===== src/rtl/saradc_readout_if.sv =====
// SAR ADC readout bus: converter GO/VALID/SAMPLE/RESULT plus output stream.
// master = readout block side, slave = converter/consumer side.
interface saradc_readout_if #(
  parameter int NBITS = 8
);
  logic             GO;
  logic             VALID;
  logic             SAMPLE;
  logic [NBITS-1:0] RESULT;
  logic [NBITS-1:0] OUT_DATA;
  logic             OUT_VALID;
  logic             OUT_READY;

  modport master (
    output GO,
    input  VALID,
    input  SAMPLE,
    input  RESULT,
    output OUT_DATA,
    output OUT_VALID,
    input  OUT_READY
  );

  modport slave (
    input  GO,
    output VALID,
    output SAMPLE,
    output RESULT,
    input  OUT_DATA,
    input  OUT_VALID,
    output OUT_READY
  );
endinterface


===== src/rtl/saradc_readout.sv =====
// SAR ADC conversion sequencer, 1/2/4/8 averager and output FIFO.
// Ports: CLK/RST, START/CONT/AVG control, BUSY/OVF/TMO/CLR_ERR status, bus (master).
module saradc_readout #(
  parameter int NBITS      = 8,
  parameter int FIFO_DEPTH = 4,
  parameter int TMO_CYCLES = 255
) (
  input  logic       CLK,
  input  logic       RST,
  input  logic       START,
  input  logic       CONT,
  input  logic [1:0] AVG,
  input  logic       CLR_ERR,
  output logic       BUSY,
  output logic       OVF,
  output logic       TMO,
  saradc_readout_if.master bus
);
  localparam int AW = NBITS + 3;
  localparam int PW = $clog2(FIFO_DEPTH);
  localparam int TW = $clog2(TMO_CYCLES + 1);

  typedef enum logic [2:0] {
    S_IDLE, S_REQ, S_WAIT, S_ACC, S_PUSH
  } state_t;

  state_t           r_state;
  state_t           w_next;
  logic             r_valid_q;
  logic [1:0]       r_avg_l;
  logic [AW-1:0]    r_acc;
  logic [2:0]       r_cnt;
  logic [TW-1:0]    r_tmo_cnt;
  logic [NBITS-1:0] r_mem [FIFO_DEPTH];
  logic [PW-1:0]    r_wr;
  logic [PW-1:0]    r_rd;
  logic [PW:0]      r_fcnt;

  logic             w_rise;
  logic             w_tmo_hit;
  logic             w_last;
  logic             w_start;
  logic             w_push;
  logic             w_pop;
  logic             w_full;
  logic             w_wr_en;
  logic             w_drop;
  logic [NBITS-1:0] w_sample;

  assign w_rise = bus.VALID & ~r_valid_q;

  // WAIT starts the cycle after GO, so the final WAIT cycle carries
  // count TMO_CYCLES-2 and TMO shows TMO_CYCLES cycles after GO.
  assign w_tmo_hit = (r_state == S_WAIT) & ~w_rise &
                     (r_tmo_cnt == TW'(TMO_CYCLES - 2));

  assign w_last  = ({1'b0, r_cnt} == ((4'd1 << r_avg_l) - 4'd1));
  assign w_start = ((r_state == S_IDLE) & (START | CONT)) |
                   ((r_state == S_PUSH) & CONT);

  assign w_sample = NBITS'(r_acc >> r_avg_l);

  assign w_full  = (r_fcnt == (PW+1)'(FIFO_DEPTH));
  assign w_pop   = bus.OUT_VALID & bus.OUT_READY;
  assign w_wr_en = w_push & (~w_full | w_pop);
  assign w_drop  = w_push & w_full & ~w_pop;

  always_ff @(posedge CLK or negedge RST) begin
    if (!RST) r_state <= S_IDLE;
    else      r_state <= w_next;
  end

  always_comb begin
    w_next = r_state;
    unique case (r_state)
      S_IDLE: if (START | CONT) w_next = S_REQ;
      S_REQ:  w_next = S_WAIT;
      S_WAIT: begin
        if (w_rise)         w_next = S_ACC;
        else if (w_tmo_hit) w_next = S_IDLE;
      end
      S_ACC:  w_next = w_last ? S_PUSH : S_REQ;
      S_PUSH: w_next = CONT ? S_REQ : S_IDLE;
      default: w_next = S_IDLE;
    endcase
  end

  always_comb begin
    bus.GO = 1'b0;
    w_push = 1'b0;
    BUSY   = bus.SAMPLE;
    unique case (r_state)
      S_IDLE: BUSY   = bus.SAMPLE;
      S_REQ:  begin bus.GO = 1'b1; BUSY = 1'b1; end
      S_PUSH: begin w_push = 1'b1; BUSY = 1'b1; end
      default: BUSY  = 1'b1;
    endcase
  end

  always_ff @(posedge CLK or negedge RST) begin
    if (!RST) begin
      r_valid_q <= 1'b0;
      r_avg_l   <= '0;
      r_acc     <= '0;
      r_cnt     <= '0;
      r_tmo_cnt <= '0;
      OVF       <= 1'b0;
      TMO       <= 1'b0;
    end else begin
      r_valid_q <= bus.VALID;
      if (w_start) begin
        r_avg_l <= AVG;
        r_acc   <= '0;
        r_cnt   <= '0;
      end else begin
        if (r_state == S_WAIT && w_rise)
          r_acc <= r_acc + AW'(bus.RESULT);
        if (r_state == S_ACC && !w_last)
          r_cnt <= r_cnt + 3'd1;
      end
      if (r_state == S_REQ)       r_tmo_cnt <= '0;
      else if (r_state == S_WAIT) r_tmo_cnt <= r_tmo_cnt + TW'(1);
      if (w_drop)       OVF <= 1'b1;
      else if (CLR_ERR) OVF <= 1'b0;
      if (w_tmo_hit)    TMO <= 1'b1;
      else if (CLR_ERR) TMO <= 1'b0;
    end
  end

  always_ff @(posedge CLK or negedge RST) begin
    if (!RST) begin
      for (int i = 0; i < FIFO_DEPTH; i++) r_mem[i] <= '0;
      r_wr   <= '0;
      r_rd   <= '0;
      r_fcnt <= '0;
    end else begin
      if (w_wr_en) begin
        r_mem[r_wr] <= w_sample;
        r_wr        <= r_wr + PW'(1);
      end
      if (w_pop) r_rd <= r_rd + PW'(1);
      if (w_wr_en && !w_pop)      r_fcnt <= r_fcnt + (PW+1)'(1);
      else if (!w_wr_en && w_pop) r_fcnt <= r_fcnt - (PW+1)'(1);
    end
  end

  assign bus.OUT_VALID = (r_fcnt != '0);
  assign bus.OUT_DATA  = r_mem[r_rd];
endmodule


===== src/flat_wrapper.sv =====
// flat-port wrapper written by rule: the top's interface ports become plain ports
module saradc_readout_flat 
#(
  parameter int NBITS      = 8,
  parameter int FIFO_DEPTH = 4,
  parameter int TMO_CYCLES = 255
)
  (CLK, RST, START, CONT, AVG, CLR_ERR, BUSY, OVF, TMO, bus_GO, bus_VALID, bus_SAMPLE, bus_RESULT, bus_OUT_DATA, bus_OUT_VALID, bus_OUT_READY);
  saradc_readout_if #(.NBITS(NBITS)) bus_i ();
  input  logic CLK;
  input  logic RST;
  input  logic START;
  input  logic CONT;
  input  logic [1:0] AVG;
  input  logic CLR_ERR;
  output logic BUSY;
  output logic OVF;
  output logic TMO;
  output wire logic [$bits(bus_i.GO)-1:0] bus_GO;
  input wire logic [$bits(bus_i.VALID)-1:0] bus_VALID;
  input wire logic [$bits(bus_i.SAMPLE)-1:0] bus_SAMPLE;
  input wire logic [$bits(bus_i.RESULT)-1:0] bus_RESULT;
  output wire logic [$bits(bus_i.OUT_DATA)-1:0] bus_OUT_DATA;
  output wire logic [$bits(bus_i.OUT_VALID)-1:0] bus_OUT_VALID;
  input wire logic [$bits(bus_i.OUT_READY)-1:0] bus_OUT_READY;
  assign bus_GO = bus_i.GO;
  assign bus_i.VALID = bus_VALID;
  assign bus_i.SAMPLE = bus_SAMPLE;
  assign bus_i.RESULT = bus_RESULT;
  assign bus_OUT_DATA = bus_i.OUT_DATA;
  assign bus_OUT_VALID = bus_i.OUT_VALID;
  assign bus_i.OUT_READY = bus_OUT_READY;
  saradc_readout #(.NBITS(NBITS), .FIFO_DEPTH(FIFO_DEPTH), .TMO_CYCLES(TMO_CYCLES)) u_core (.CLK(CLK), .RST(RST), .START(START), .CONT(CONT), .AVG(AVG), .CLR_ERR(CLR_ERR), .BUSY(BUSY), .OVF(OVF), .TMO(TMO), .bus(bus_i));
endmodule

===== config.mk =====
export PLATFORM = sky130hd
export DESIGN_NAME = saradc_readout_flat
export DESIGN_NICKNAME = d
export VERILOG_FILES = /design/src/rtl/saradc_readout_if.sv /design/src/rtl/saradc_readout.sv /design/src/flat_wrapper.sv
export SDC_FILE = /design/constraint.sdc
export NUM_CORES = 1
export LEC_CHECK = 0
export ABC_AREA = 1
export BUFFER_PORTS_ARGS = -buffer_cell sky130_fd_sc_hd__buf_2
export CORE_ASPECT_RATIO = 1.25
export CORE_MARGIN = 3
export CORE_UTILIZATION = 50
export CTS_CLUSTER_SIZE = 14
export DETAILED_ROUTE_END_ITERATION = 12
export GPL_ROUTABILITY_DRIVEN = 1
export PLACE_DENSITY = 0.68
export SLEW_MARGIN = 20
export SYNTH_ARGS = -nofsm -noshare
export SYNTH_HDL_FRONTEND = slang
export SYNTH_SLANG_ARGS = --single-unit

===== constraint.sdc =====
create_clock -name CLK -period 3 [get_ports CLK]
set_input_delay 0.15 -clock CLK [delete_from_list [all_inputs] [get_ports CLK]]
set_output_delay 0.15 -clock CLK [all_outputs]
set_load 0.03 [all_outputs]

==> results by group <==
Setup path
  • Critical path fanouts, max: 18
  • Critical path launch point type: flop
  • Kind of critical path: flop to primary output
  • CP Data Required Time: 2.85 ns
  • Worst R2R Setup Slack: 0.96 ns
  • Worst Setup End Kind: primary output
  • Critical path arrival: 1.96 ns

Clock tree
  • Worst-path clk slew: 0.07 ns
  • Clk sink count: 69
  • Clk Tree Root Cell: clkbuf_8
  • TritonCTS buffer count: 9
  • TritonCTS clock tree: done
  • Post-cts sizing count: 0
  • H-tree lvl count: 3
  • Clk_lat worst skew: 0.34 ns
  • Clock tree buffer depth: 2

Final layout
  • Final nets: 562
  • Inserted Diodes: 0
  • Layout cells sized above 1: 0.1281
  • Area Growth Syn to Fin: 11.30%

Synthesis
  • Most used flip-flop cell after synthesis: dfrtp_1
  • Synth area leaders: dfrtp_1, nand2_1, o21ai_0
  • Largest area contributor in the netlist: dfrtp_1
  • Asr flop ratio synth: 1.000
  • Yosys top cell area share: 0.4403
  • Simple-gate share of the synthesized area: 0.2524
  • Largest family of logic cells by synthesized area: simple AND/OR/NAND/NOR gates
  • FF+latch count, synth: 69
  • Seq/Total Area, Yosys: 0.4403
  • Syn avg cell area: 7.954 sq um
  • Synthesized Nets: 529
  • Mapped cell area: 3921 sq um
  • Compound-cell area share of the yosys netlist: 0.1449
  • EDFF count, synth: 0
  • Yosys warning count: 0
  • Mux share of post-synthesis cell area: 0.005424
  • Synth Instances: 493
  • Adder-cell share of the synthesized area: 0.06126
  • Synth unique cells: 34
  • Xor and xnor fraction of the mapped netlist area: 0.02648

STA
  • Tcrit/Tclk final: 0.7035
  • Pins Over Slew Limit: 0
  • Hold WS: -0.0006240 ns
  • Worst rel slew slack: 0.4174
  • Setup TNS: 0 ns
  • Fmax: 473.8 MHz
  • Worst setup margin: 0.8895 ns
  • # setup viols final: 0
  • Unrepaired setup endpoints after global routing: false
  • Final Skew: 0.008568 ns
  • Hold Vio Cnt, Final: 1
  • Worst slew pin tran: 0.8739 ns
  • Fin crit period: 2.111 ns

Floorplan
  • Die height: 105.0 um
  • # IOs: 31
  • Row count: 35
  • Die Width: 85.21 um
  • Initial Utilization: 0.5236
  • Area of the core: 7488 sq um
  • Die area: 8948 sq um

Power
  • Pleak: 2.314 nW
  • VDD IR max: 0.4465 mV
  • Pwr/cell area: 931.5 nW/um^2

Routing
  • Wirelength per Cell: 13.24 um
  • Drc violations: 0
  • DR vias: 3,290
  • Pre-antenna DRT Iters: 5
  • Vias per inst: 5.281
  • Final Routed Wirelength: 8247 um
  • Number of routed nets with antenna violations: 0
  • 1st-iter DRT viols: 135

GRT
  • Initial antenna violation count: 0
  • Grt ovf: 0
  • GRT Total Usage: 0.1994
  • Largest net degree at the start of global routing: 70
  • First-pass GRT wire length: 14,560 um
  • Vias in the first global route: 3,145

Run status
  • Failing checks: negative hold slack
  • Status: finished with violations

Worst hold path
  • HP Class: input pin to async pin

Placement
  • I/O Buffers: 30
  • RD Place Congestion: 0.8509
  • DP Wirelength: 6037 um
  • Pre-CTS setup slack: 0.9676 ns

Flow run
  • Max Cap Viol: 0
metal layers:
metal | share of wire | track usage
met5 | 0 | 0
met4 | 0.0099 | 0.07014
met3 | 0.031 | 0.03470
met2 | 0.50 | 0.3239
met1 | 0.46 | 0.2663
synthesized netlist by cell type (2+ instances only):
master	number
nand2_1	135
buf_6	2
xnor2_1	4
nand4_1	4
nor3_1	3
dfrtp_1	69
nand2_4	3
nor2_2	2
o22ai_1	14
o21ai_1	18
fa_1	2
o21ai_2	3
inv_2	3
clkbuf_1	4
nand3_1	28
buf_2	3
ha_1	16
nor2_1	42
xor2_1	6
nor2_4	5
a31oi_1	3
a22oi_1	2
o21ai_0	51
or2_2	2
inv_1	46
a21oi_1	15
area by class of cell:
type / count / area, sq um
clock buffer: 12 / 145.1
clock inverter: 4 / 95.09
fill: 696 / 3124
inverter: 49 / 183.9
multi-input combinational: 364 / 1923
sequential: 69 / 1727
tap: 92 / 115.1
timing repair buffer: 33 / 175.2
state kept, by name (all words and copies together) (netlist names), 2 cells and up:
register / count
u_core.r_acc: 11
u_core.r_avg_l: 2
u_core.r_cnt: 3
u_core.r_fcnt: 3
u_core.r_mem: 32
u_core.r_rd: 2
u_core.r_state: 3
u_core.r_tmo_cnt: 8
u_core.r_wr: 2
metrics by stage:
step	utilization	power [mW]	instances	instance area [sq um]
3_5_place_dp	0.5494	3.164	606	4114
5_1_grt	0.5828	4.410	623	4364
6_report	0.5828	4.065	623	4364
2_1_floorplan	-	2.720	493	3921
3_3_place_gp	0.5494	3.117	606	4114
4_1_cts	0.5828	4.100	623	4364
logic make-up (layout without fill, tap and decap cells):
kind of cell    after synthesis  count (layout)
compound gates              106             106
xor+xnor                     11              11
fa+ha+maj                    18              18
buf+inv                      60              98
flops                        69              69
mux                           2               2
simple gates                227             227
worst paths after layout:
check | from | cells past startpoint | endpoint
max reg2reg | u_core.r_fcnt[1]$_DFFE_PN0P_ | 10 | u_core.r_fcnt[1]$_DFFE_PN0P_
min | RST | 2 | u_core.r_mem[0]$_DFFE_PN0P_
min in group CLK | CLR_ERR | 2 | u_core.OVF$_DFFE_PN0P_
max | u_core.r_rd[0]$_DFFE_PN0N_ | 4 | bus_OUT_DATA[1]
max in group asynchronous | RST | 2 | u_core.r_valid_q$_DFF_PN0_
min reg2reg | u_core.r_mem[10]$_DFFE_PN0P_ | 2 | u_core.r_mem[10]$_DFFE_PN0P_
placed cells by master (no fill, tap or decap):
cell / synthesis / final
nand2_1: 135 / 135
dfrtp_1: 69 / 69
o21ai_0: 51 / 51
inv_1: 46 / 46
nor2_1: 42 / 42
buf_2: 3 / 30
nand3_1: 28 / 28
o21ai_1: 18 / 18
ha_1: 16 / 16
a21oi_1: 15 / 15
o22ai_1: 14 / 14
clkbuf_8: 0 / 10
xor2_1: 6 / 6
nor2_4: 5 / 5
nand4_1: 4 / 4
xnor2_1: 4 / 4
nand2_4: 3 / 3
inv_2: 3 / 3
nor3_1: 3 / 3
a31oi_1: 3 / 3
o21ai_2: 3 / 3
bufinv_16: 0 / 3
nor2_2: 2 / 2
or2_2: 2 / 2
a22oi_1: 2 / 2
fa_1: 2 / 2
clkbuf_1: 4 / 2
buf_4: 0 / 2
nor3_4: 1 / 1
mux2i_1: 1 / 1
nand3b_1: 1 / 1
nand2_2: 1 / 1
mux2_2: 1 / 1
xor2_2: 1 / 1
clkinv_2: 0 / 1
dlygate4sd3_1: 0 / 1
critical path, cell delays in order (launching register included):
cell,delay (ns)
dfrtp_1,0.70
inv_1,0.38
o21ai_0,0.25
o22ai_1,0.10
buf_2,0.18
power by group:
group / internal [mW] / total (mW) / switching, mW
logic: 0.568 / 1.74 / 1.17
clock network: 0.575 / 0.918 / 0.343
registers: 1.13 / 1.41 / 0.280
total: 2.27 / 4.07 / 1.79
timing repair:
item	CTS	global route
hold buffers	1	0
hold endpoints to repair	1	0
buffers inserted	0	0
No activity file was read; power rests on OpenSTA's default activity.
